`src/rtl/multi_issue_dispatch.sv`:
```
// In-order multi-issue dispatch stage. Each cycle it issues the longest legal prefix of decoded lanes
// into a stallable output register toward EX, and keeps a per-register countdown for pending loads.
module multi_issue_dispatch #(
    parameter int ISSUE_WIDTH = 2,
    parameter int PAYLOAD_W   = 256,
    parameter int LOAD_LAT    = 1,
    parameter int MAX_MEM     = 1
) (
    input  logic                               clk,
    input  logic                               rst,
    input  logic                               flush,
    input  logic [ISSUE_WIDTH-1:0]             in_valid,
    input  logic [ISSUE_WIDTH-1:0]             in_is_priv,
    input  logic [ISSUE_WIDTH-1:0]             in_is_mem,
    input  logic [ISSUE_WIDTH-1:0]             in_is_load,
    input  logic [ISSUE_WIDTH-1:0]             in_rd_en,
    input  logic [ISSUE_WIDTH*5-1:0]           in_rd_addr,
    input  logic [ISSUE_WIDTH*2-1:0]           in_rs_en,
    input  logic [ISSUE_WIDTH*10-1:0]          in_rs_addr,
    input  logic [ISSUE_WIDTH*PAYLOAD_W-1:0]   in_payload,
    input  logic                               ex_ready,
    output logic [$clog2(ISSUE_WIDTH+1)-1:0]   accept_cnt,
    output logic                               stall_load,
    output logic [ISSUE_WIDTH-1:0]             out_valid,
    output logic [ISSUE_WIDTH*PAYLOAD_W-1:0]   out_payload
);
    localparam int W  = ISSUE_WIDTH;
    localparam int CW = $clog2(ISSUE_WIDTH+1);

    logic [31:1][2:0] sb, sb_nxt;
    logic [31:0]      busy;
    logic [W-1:0]     elig;
    logic [CW-1:0]    issue_cnt;
    logic             blk0, adv, kill;

    always_comb begin
        busy = '0;
        for (int r = 1; r < 32; r++) busy[r] = (sb[r] != 3'd0);
    end

    // Walk the lanes in order; the first stopping lane ends the group.
    always_comb begin
        int         mem_cnt;
        logic       stop, chain;
        logic [4:0] rs, rd;
        elig      = '0;
        issue_cnt = '0;
        blk0      = 1'b0;
        mem_cnt   = 0;
        chain     = 1'b1;
        stop      = 1'b0;
        rs        = '0;
        rd        = '0;
        for (int k = 0; k < W; k++) begin
            mem_cnt = mem_cnt + (in_is_mem[k] ? 1 : 0);
            stop    = (mem_cnt > MAX_MEM) || (k > 0 && (in_is_priv[k] || in_is_priv[0]));
            for (int s = 0; s < 2; s++) begin
                rs = in_rs_addr[(2*k+s)*5 +: 5];
                if (in_rs_en[2*k+s]) begin
                    if (busy[rs]) begin
                        stop = 1'b1;
                        if (k == 0) blk0 = 1'b1;
                    end
                    for (int j = 0; j < k; j++) begin
                        rd = in_rd_addr[j*5 +: 5];
                        if (in_rd_en[j] && rd != 5'd0 && rd == rs) stop = 1'b1;
                    end
                end
            end
            chain   = chain && in_valid[k] && !stop;
            elig[k] = chain;
            if (chain) issue_cnt = issue_cnt + CW'(1);
        end
    end

    assign kill       = rst | flush;
    assign adv        = ex_ready | ~|out_valid;
    assign accept_cnt = (adv && !kill) ? issue_cnt : '0;
    assign stall_load = !kill && in_valid[0] && blk0;

    // A newly issued load takes priority over the countdown of the same register.
    always_comb begin
        logic [31:0] set_m;
        set_m = '0;
        for (int k = 0; k < W; k++)
            if (adv && elig[k] && in_is_load[k] && in_rd_en[k]) set_m[in_rd_addr[k*5 +: 5]] = 1'b1;
        for (int r = 1; r < 32; r++) begin
            if (set_m[r])                 sb_nxt[r] = 3'(LOAD_LAT);
            else if (ex_ready && busy[r]) sb_nxt[r] = sb[r] - 3'd1;
            else                          sb_nxt[r] = sb[r];
        end
    end

    always_ff @(posedge clk) begin
        if (kill) begin
            out_valid   <= '0;
            out_payload <= '0;
            sb          <= '0;
        end else begin
            sb <= sb_nxt;
            if (adv) begin
                out_valid <= elig;
                for (int k = 0; k < W; k++)
                    out_payload[k*PAYLOAD_W +: PAYLOAD_W] <= elig[k] ? in_payload[k*PAYLOAD_W +: PAYLOAD_W] : '0;
            end
        end
    end
endmodule

```
`config.mk`:
```
export PLATFORM = sky130hd
export DESIGN_NAME = multi_issue_dispatch
export DESIGN_NICKNAME = d
export VERILOG_FILES = /design/src/rtl/multi_issue_dispatch.sv
export SDC_FILE = /design/constraint.sdc
export NUM_CORES = 1
export LEC_CHECK = 0
export CORE_AREA = 2 2 420 422
export DETAILED_ROUTE_END_ITERATION = 10
export DIE_AREA = 0 0 422 424
export PLACE_DENSITY_LB_ADDON = 0.3
export SYNTH_ARGS = -nofsm -noshare
export SYNTH_HDL_FRONTEND = slang
export SYNTH_SLANG_ARGS = --single-unit
```
`constraint.sdc`:
```
create_clock -name clk -period 4.45 [get_ports clk]
set_input_delay 1.1125 -clock clk [delete_from_list [all_inputs] [get_ports clk]]
set_output_delay 1.1125 -clock clk [all_outputs]
set_load 0.005 [all_outputs]
```
; ---- After elaboration in Yosys (flattened, before gate mapping)
; Index checks and enable logic that the tools add are counted.
[op_classes]
add_sub_neg = 33
order_cmp = 10
n_eq_ne = 2
mux = 97
bitwise_logic = 3
n_reduce_logical = 149
[op_table]
columns = operator, n
row1 = 2-to-1 mux 256 bit, 2
row2 = nonzero test 3 bit, 31
row3 = "subtractor 3 x 1 -> 3 bit, second input constant", 31
row4 = 2-to-1 mux 1 bit, 85
row5 = 2-to-1 mux 32 bit, 2
row6 = OR reduction 2 bit, 32
row7 = nonzero test 2 bit, 31
row8 = logical AND 1 bit, 48
row9 = "< comparator 5 x 6 -> 1 bit, second input constant", 6
row10 = bitwise OR 32 bit, 1
row11 = binary-select mux 1 bit (select 5 bit), 4
row12 = demux 1 bit (select 5 bit), 2
row13 = == test 5 bit, 2
row14 = "greater-or-equal comparator 5 x 1 -> 1 bit, second input constant", 2
row15 = nonzero test 5 bit, 1
row16 = logical NOT 1 bit, 4
row17 = 2-to-1 mux 2 bit, 2
row18 = adder 1 x 1 -> 2 bit, 1
row19 = "adder 2 x 1 -> 2 bit, second input constant", 1
row20 = "> comparator 2 x 1 -> 1 bit, second input constant", 1
row21 = logical OR 1 bit, 2
row22 = bitwise OR 1 bit, 2
row23 = "> comparator 1 bit, second input constant", 1
[word_totals]
ff_bits = 607
output_inout_bits = 517
word_cells = 358

; ---- Longest topological paths before layout
[logic_depth]
word_depth = 17
ltp_mapped = 14

; ---- Least setup slack after synthesis
; Ideal clock, no wire load.
[synth_timing]
path_kind = input to output
start = input port in_rs_addr[17]
end = output port accept_cnt[0]
arrival_ns = 3.618
path_slack_ns = -0.280
cell_stages = 11
cell_sequence = clkbuf_1 buf_2 mux4_2 and3_1 or4_1 a31oi_1 buf_2 buf_2 and2_1 ha_1 and3_1
[synth_via]
elab_chain_cells = 9
[synth_rtl]
columns = item, line
row1 = start: declaration, 19  ; input logic [ISSUE_WIDTH*10-1:0] in_rs_addr,
row2 = binary-select mux 1 bit (select 5 bit), 60  ; if (busy[rs]) begin
row3 = 2-to-1 mux 1 bit (implied by the code), 60
row4 = 2-to-1 mux 1 bit, 60
row5 = 2-to-1 mux 1 bit (*), 66  ; if (in_rd_en[j] && rd != 5'd0 && rd == rs) stop = 1'b1;
row6 = 2-to-1 mux 1 bit (*), 59  ; if (in_rs_en[2*k+s]) begin
row7 = logical NOT 1 bit (*), 70  ; chain = chain && in_valid[k] && !stop;
row8 = logical AND 1 bit (*), 70
row9 = named net elig[1], 32  ; logic [W-1:0] elig;
row10 = 2-to-1 mux 2 bit (*), 72  ; if (chain) issue_cnt = issue_cnt + CW'(1);
row11 = 2-to-1 mux 2 bit (*), 78  ; assign accept_cnt = (adv && !kill) ? issue_cnt : '0;
row12 = end: declaration, 22  ; output logic [$clog2(ISSUE_WIDTH+1)-1:0] accept_cnt,
; The timed path passes the listed nets; every way through them passes the cells marked *. The select of a mux whose other input is x is not followed.

; ---- Final worst setup path
[layout_timing]
start = input port in_rs_addr[1]
end = output port accept_cnt[0]
[layout_via]
elab_chain_cells = 12
[layout_rtl]
columns = item, line
row1 = binary-select mux 1 bit (select 5 bit) (*), 60
row2 = 2-to-1 mux 1 bit (implied by the code) (*), 60
row3 = 2-to-1 mux 1 bit (*), 60
row4 = 2-to-1 mux 1 bit (*), 59
row5 = 2-to-1 mux 1 bit, 60
row6 = 2-to-1 mux 1 bit (*), 59
row7 = logical NOT 1 bit (*), 70
row8 = logical AND 1 bit (*) (3 in series), 70
row9 = named net elig[1], 32
row10 = 2-to-1 mux 2 bit (*), 72
row11 = 2-to-1 mux 2 bit (*), 78
; Marks and branches as above.

==> run metrics <==
Max transition margin=between 30% and 40%; area of the placeable core=roughly 170000 sq um; critical-path cell list=clkdlybuf4s50_1 -> buf_4 -> mux4_2 -> a31oi_2 -> o311ai_4 -> nor3_4 -> buf_6 -> and2_4 -> ha_4 -> and3_4 -> buf_6; mapped cell area=~24000 sq um; Power Density=331.7 nW/um^2; WL/cell=roughly 24 microns; Hold Path Class=register to register; setup repair after global routing missed its margin=yes; Commonest cells post-synth=sky130_fd_sc_hd__dfxtp_1 (607), sky130_fd_sc_hd__nand2_1 (374), sky130_fd_sc_hd__a21oi_1 (325); largest clock skew in the final design=approximately 0.034 ns; placed cell count=between 6k and 7k; signed area change from the synthesized netlist to the final layout=72.86%; final worst path period share=104.7%; time the final worst path needs with I/O delays and setup=between 4 and 5 ns; # clock sinks=around 610; crit path buf inv count=4; via count of the first global-routing pass=~24k; portion of synthesized cell area occupied by the leading cell type=50.27%; dominant cells by area after synthesis=sky130_fd_sc_hd__dfxtp_1 (50%), sky130_fd_sc_hd__a22o_1 (9.3%), sky130_fd_sc_hd__a21oi_1 (6.7%); Data required, critical path=3.34 ns; largest buffer count on any clock path=3; clock slew at reported path FFs=about 0.060 ns; endpoints failing setup=2; Overall Global Routing Usage=between 10% and 20%; Net Count, Synth=3274; number of max-capacitance violations reported=0; critical setup path kind=primary input to output port; slew at the pin with the worst max-slew slack=approximately 1 ns; CP delay by family, top=buffers and inverters; later-pin clock latency in the skew report=approximately 0.71 ns; fin cells=6174; CTS tree=yes; Synth Register Bits=607; Core Rows=154; number of warning messages in the yosys log=0; residual overflow from global routing=0; CTS HTree Levels=3; CP Capture Type=output port; total design power=between 10 and 15 mW; Post-DRT Antenna Nets=0; area of the multi-input gates=approximately 11000 sq um; violated checks=negative setup slack; ratio of cells with drive above 1 in the final layout=11.47%; drt total wl=between 100000 and 150000 microns; largest net degree at the start of global routing=165; number of buffers added by the clock tree synthesis step=80; filler instances=18.91k; highest clock rate=between 200 and 250 MHz; LEAKAGE=between 10 and 15 nW; portion of the post-synthesis area used by sequential elements=between 50% and 60%; asr flop ratio synth=0%; antenna violations before repair=between 50 and 60; Final Net Count=between 4k and 5k; kind of start point of the critical path=primary input; arrival time of data at the critical path endpoint=3.55 ns; root buffer selected by CTS=sky130_fd_sc_hd__clkbuf_16; result of the run=finished, violations left; DRC Markers=0; detailed-route via count=24.99k; commonest register cell after synthesis=sky130_fd_sc_hd__dfxtp_1; final hold violation count=0; post-synthesis cell type with the largest combined area=sky130_fd_sc_hd__dfxtp_1; Iter 0 DRT Violations=around 1.8k; global placement routability congestion=approximately 0.84; starting utilization of the core area=13.82%; First-pass DRT Iterations=7; Post-Synthesis Mean Instance Area=a little over 9 sq um; detailed placer's ending HPWL=approximately 120000 microns; Worst Slack Setup Final=-0.2085 ns; synth unique cells=between 50 and 60; slowest cell delay on critical path=approximately 0.63 ns; leading cell type by number of instances after synthesis=sky130_fd_sc_hd__dfxtp_1; Slew Limit Fails=0; global-route wire length before repair=~200000 microns; number of buffers inserted by port buffering=around 1.1k; Die Area=about 180000 sq um; worst-path cell with the longest stage delay=sky130_fd_sc_hd__clkdlybuf4s50_1; number of enable flip-flop cells after synthesis=0; total I/O pin count=approximately 1.1k; die height=424 microns; count of hold buffers inserted by post-cts repair=0; worst vdd ir=around 0.24 mV; Mapped Cells=about 2.7k; CP Max Fanout=4; sequential cell area in the final layout=12160 sq um; Worst path most repeated cell=sky130_fd_sc_hd__buf_6; vias per cell=4.048; Die Span X=422 microns
[cell type report]
class                           instances  share of cell area (%)
Clock buffer                          116                   5.597
Multi-Input combinational cell       1742                   26.88
Tap cell                             2340                   7.007
Antenna cell                            8                 0.04791
Clock inverter                         31                   1.060
Timing Repair Buffer                 1255                   29.60
Sequential cell                       607                   29.10
Inverter                               75                  0.7067
[metrics by stage]
| stage | utilization, % | setup WS [ns] | setup TNS, ns | area [sq um] | hold slack [ns] |
|---|---|---|---|---|---|
| 2_1_floorplan | - | -0.01770 | -0.01770 | 24270 | 0.4483 |
| 3_3_place_gp | 22.01 | -0.9862 | -106.79 | 38510 | 0.4370 |
| 3_5_place_dp | 22.01 | -1.014 | -117.39 | 38510 | 0.4423 |
| 4_1_cts | 23.65 | -0.5372 | -0.8923 | 41370 | 0.4500 |
| 5_1_grt | 23.88 | -0.2858 | -0.5204 | 41780 | 0.4605 |
| 6_report | 23.88 | -0.2085 | -0.3698 | 41780 | 0.4484 |
[flip-flops by register name, summed over array words and instances (netlist names)]
signal / count
sb: 93
out_valid: 2
out_payload: 512
[tightest hold or removal path, stage by stage, from the launching register on]
cell and delay (ns):
sky130_fd_sc_hd__dfxtp_1 0.30, sky130_fd_sc_hd__nand2_1 0.05, sky130_fd_sc_hd__a21oi_1 0.05
[path summary, 6_finish.rpt]
| kind | startpoint | end | slack, ns | cells past startpoint |
|---|---|---|---|---|
| setup / recovery | in_rs_addr[1] | accept_cnt[0] | -0.21 | 11 |
| setup reg to reg | sb[67]$_SDFFE_PP0P_ | out_payload[57]$_SDFFE_PP0N_ | 0.58 | 15 |
| hold reg to reg | out_payload[225]$_SDFFE_PP0N_ | out_payload[225]$_SDFFE_PP0N_ | 0.45 | 2 |
| hold / removal | out_payload[225]$_SDFFE_PP0N_ | out_payload[225]$_SDFFE_PP0N_ | 0.45 | 2 |
[power breakdown]
| group | switching, mW | internal [mW] |
|---|---|---|
| Sequential | 0.0470 | 5.52 |
| Combinational | 0.645 | 0.752 |
| Clock | 2.85 | 4.04 |
| Total | 3.55 | 10.3 |
[per-layer routing]
| metal | vias to the layer above | part of all wire [%] | routed length, microns | GRT usage (%) |
|---|---|---|---|---|
| li1 | 11760 | - | - | - |
| met1 | 12110 | 41 | 61010 | 19.28 |
| met2 | 928 | 46 | 69410 | 25.28 |
| met3 | 194 | 11 | 15880 | 7.401 |
| met4 | 2 | 2.4 | 3540 | 3.857 |
| met5 | - | 0.0080 | 12 | 0 |
[cell usage in the layout (no fill, tap or decap), types with 17 or more instances in the layout]
cell,count
sky130_fd_sc_hd__and3_1,19
sky130_fd_sc_hd__clkbuf_8,18
sky130_fd_sc_hd__nor3_1,40
sky130_fd_sc_hd__buf_4,155
sky130_fd_sc_hd__buf_12,19
sky130_fd_sc_hd__inv_1,60
sky130_fd_sc_hd__xnor2_1,27
sky130_fd_sc_hd__a22o_1,257
sky130_fd_sc_hd__clkbuf_16,81
sky130_fd_sc_hd__nand4_1,32
sky130_fd_sc_hd__a31oi_1,28
sky130_fd_sc_hd__nand2b_1,18
sky130_fd_sc_hd__a21oi_1,324
sky130_fd_sc_hd__clkbuf_1,17
sky130_fd_sc_hd__nand2_1,374
sky130_fd_sc_hd__and4_1,26
sky130_fd_sc_hd__o21ai_0,36
sky130_fd_sc_hd__nor2_1,34
sky130_fd_sc_hd__dfxtp_1,601
sky130_fd_sc_hd__mux4_2,19
sky130_fd_sc_hd__nand3_1,291
sky130_fd_sc_hd__ha_1,47
sky130_fd_sc_hd__clkdlybuf4s50_1,1055
[timing repair]
| action | CTS | global route |
|---|---|---|
| pin swaps | 9 | 22 |
| setup buffers | 7 | 8 |
| gates resized for setup | 31 | 109 |
| endpoints found under the setup margin | 3 | 3 |
[cell families (layout without fill, tap and decap cells)]
family	count (synthesis)	after routing	synth area share, %
AO/OA/AOI/OAI	710	710	19.80
XOR/XNOR	35	35	1.268
adder cells (fa/ha/maj)	63	63	3.261
buffers and inverters	302	1477	5.383
flip-flops	607	607	50.27
multiplexers	30	30	2.236
other	0	8	0
AND/OR/NAND/NOR	904	904	17.78
Note: power is estimated with default switching activity, not from simulation.
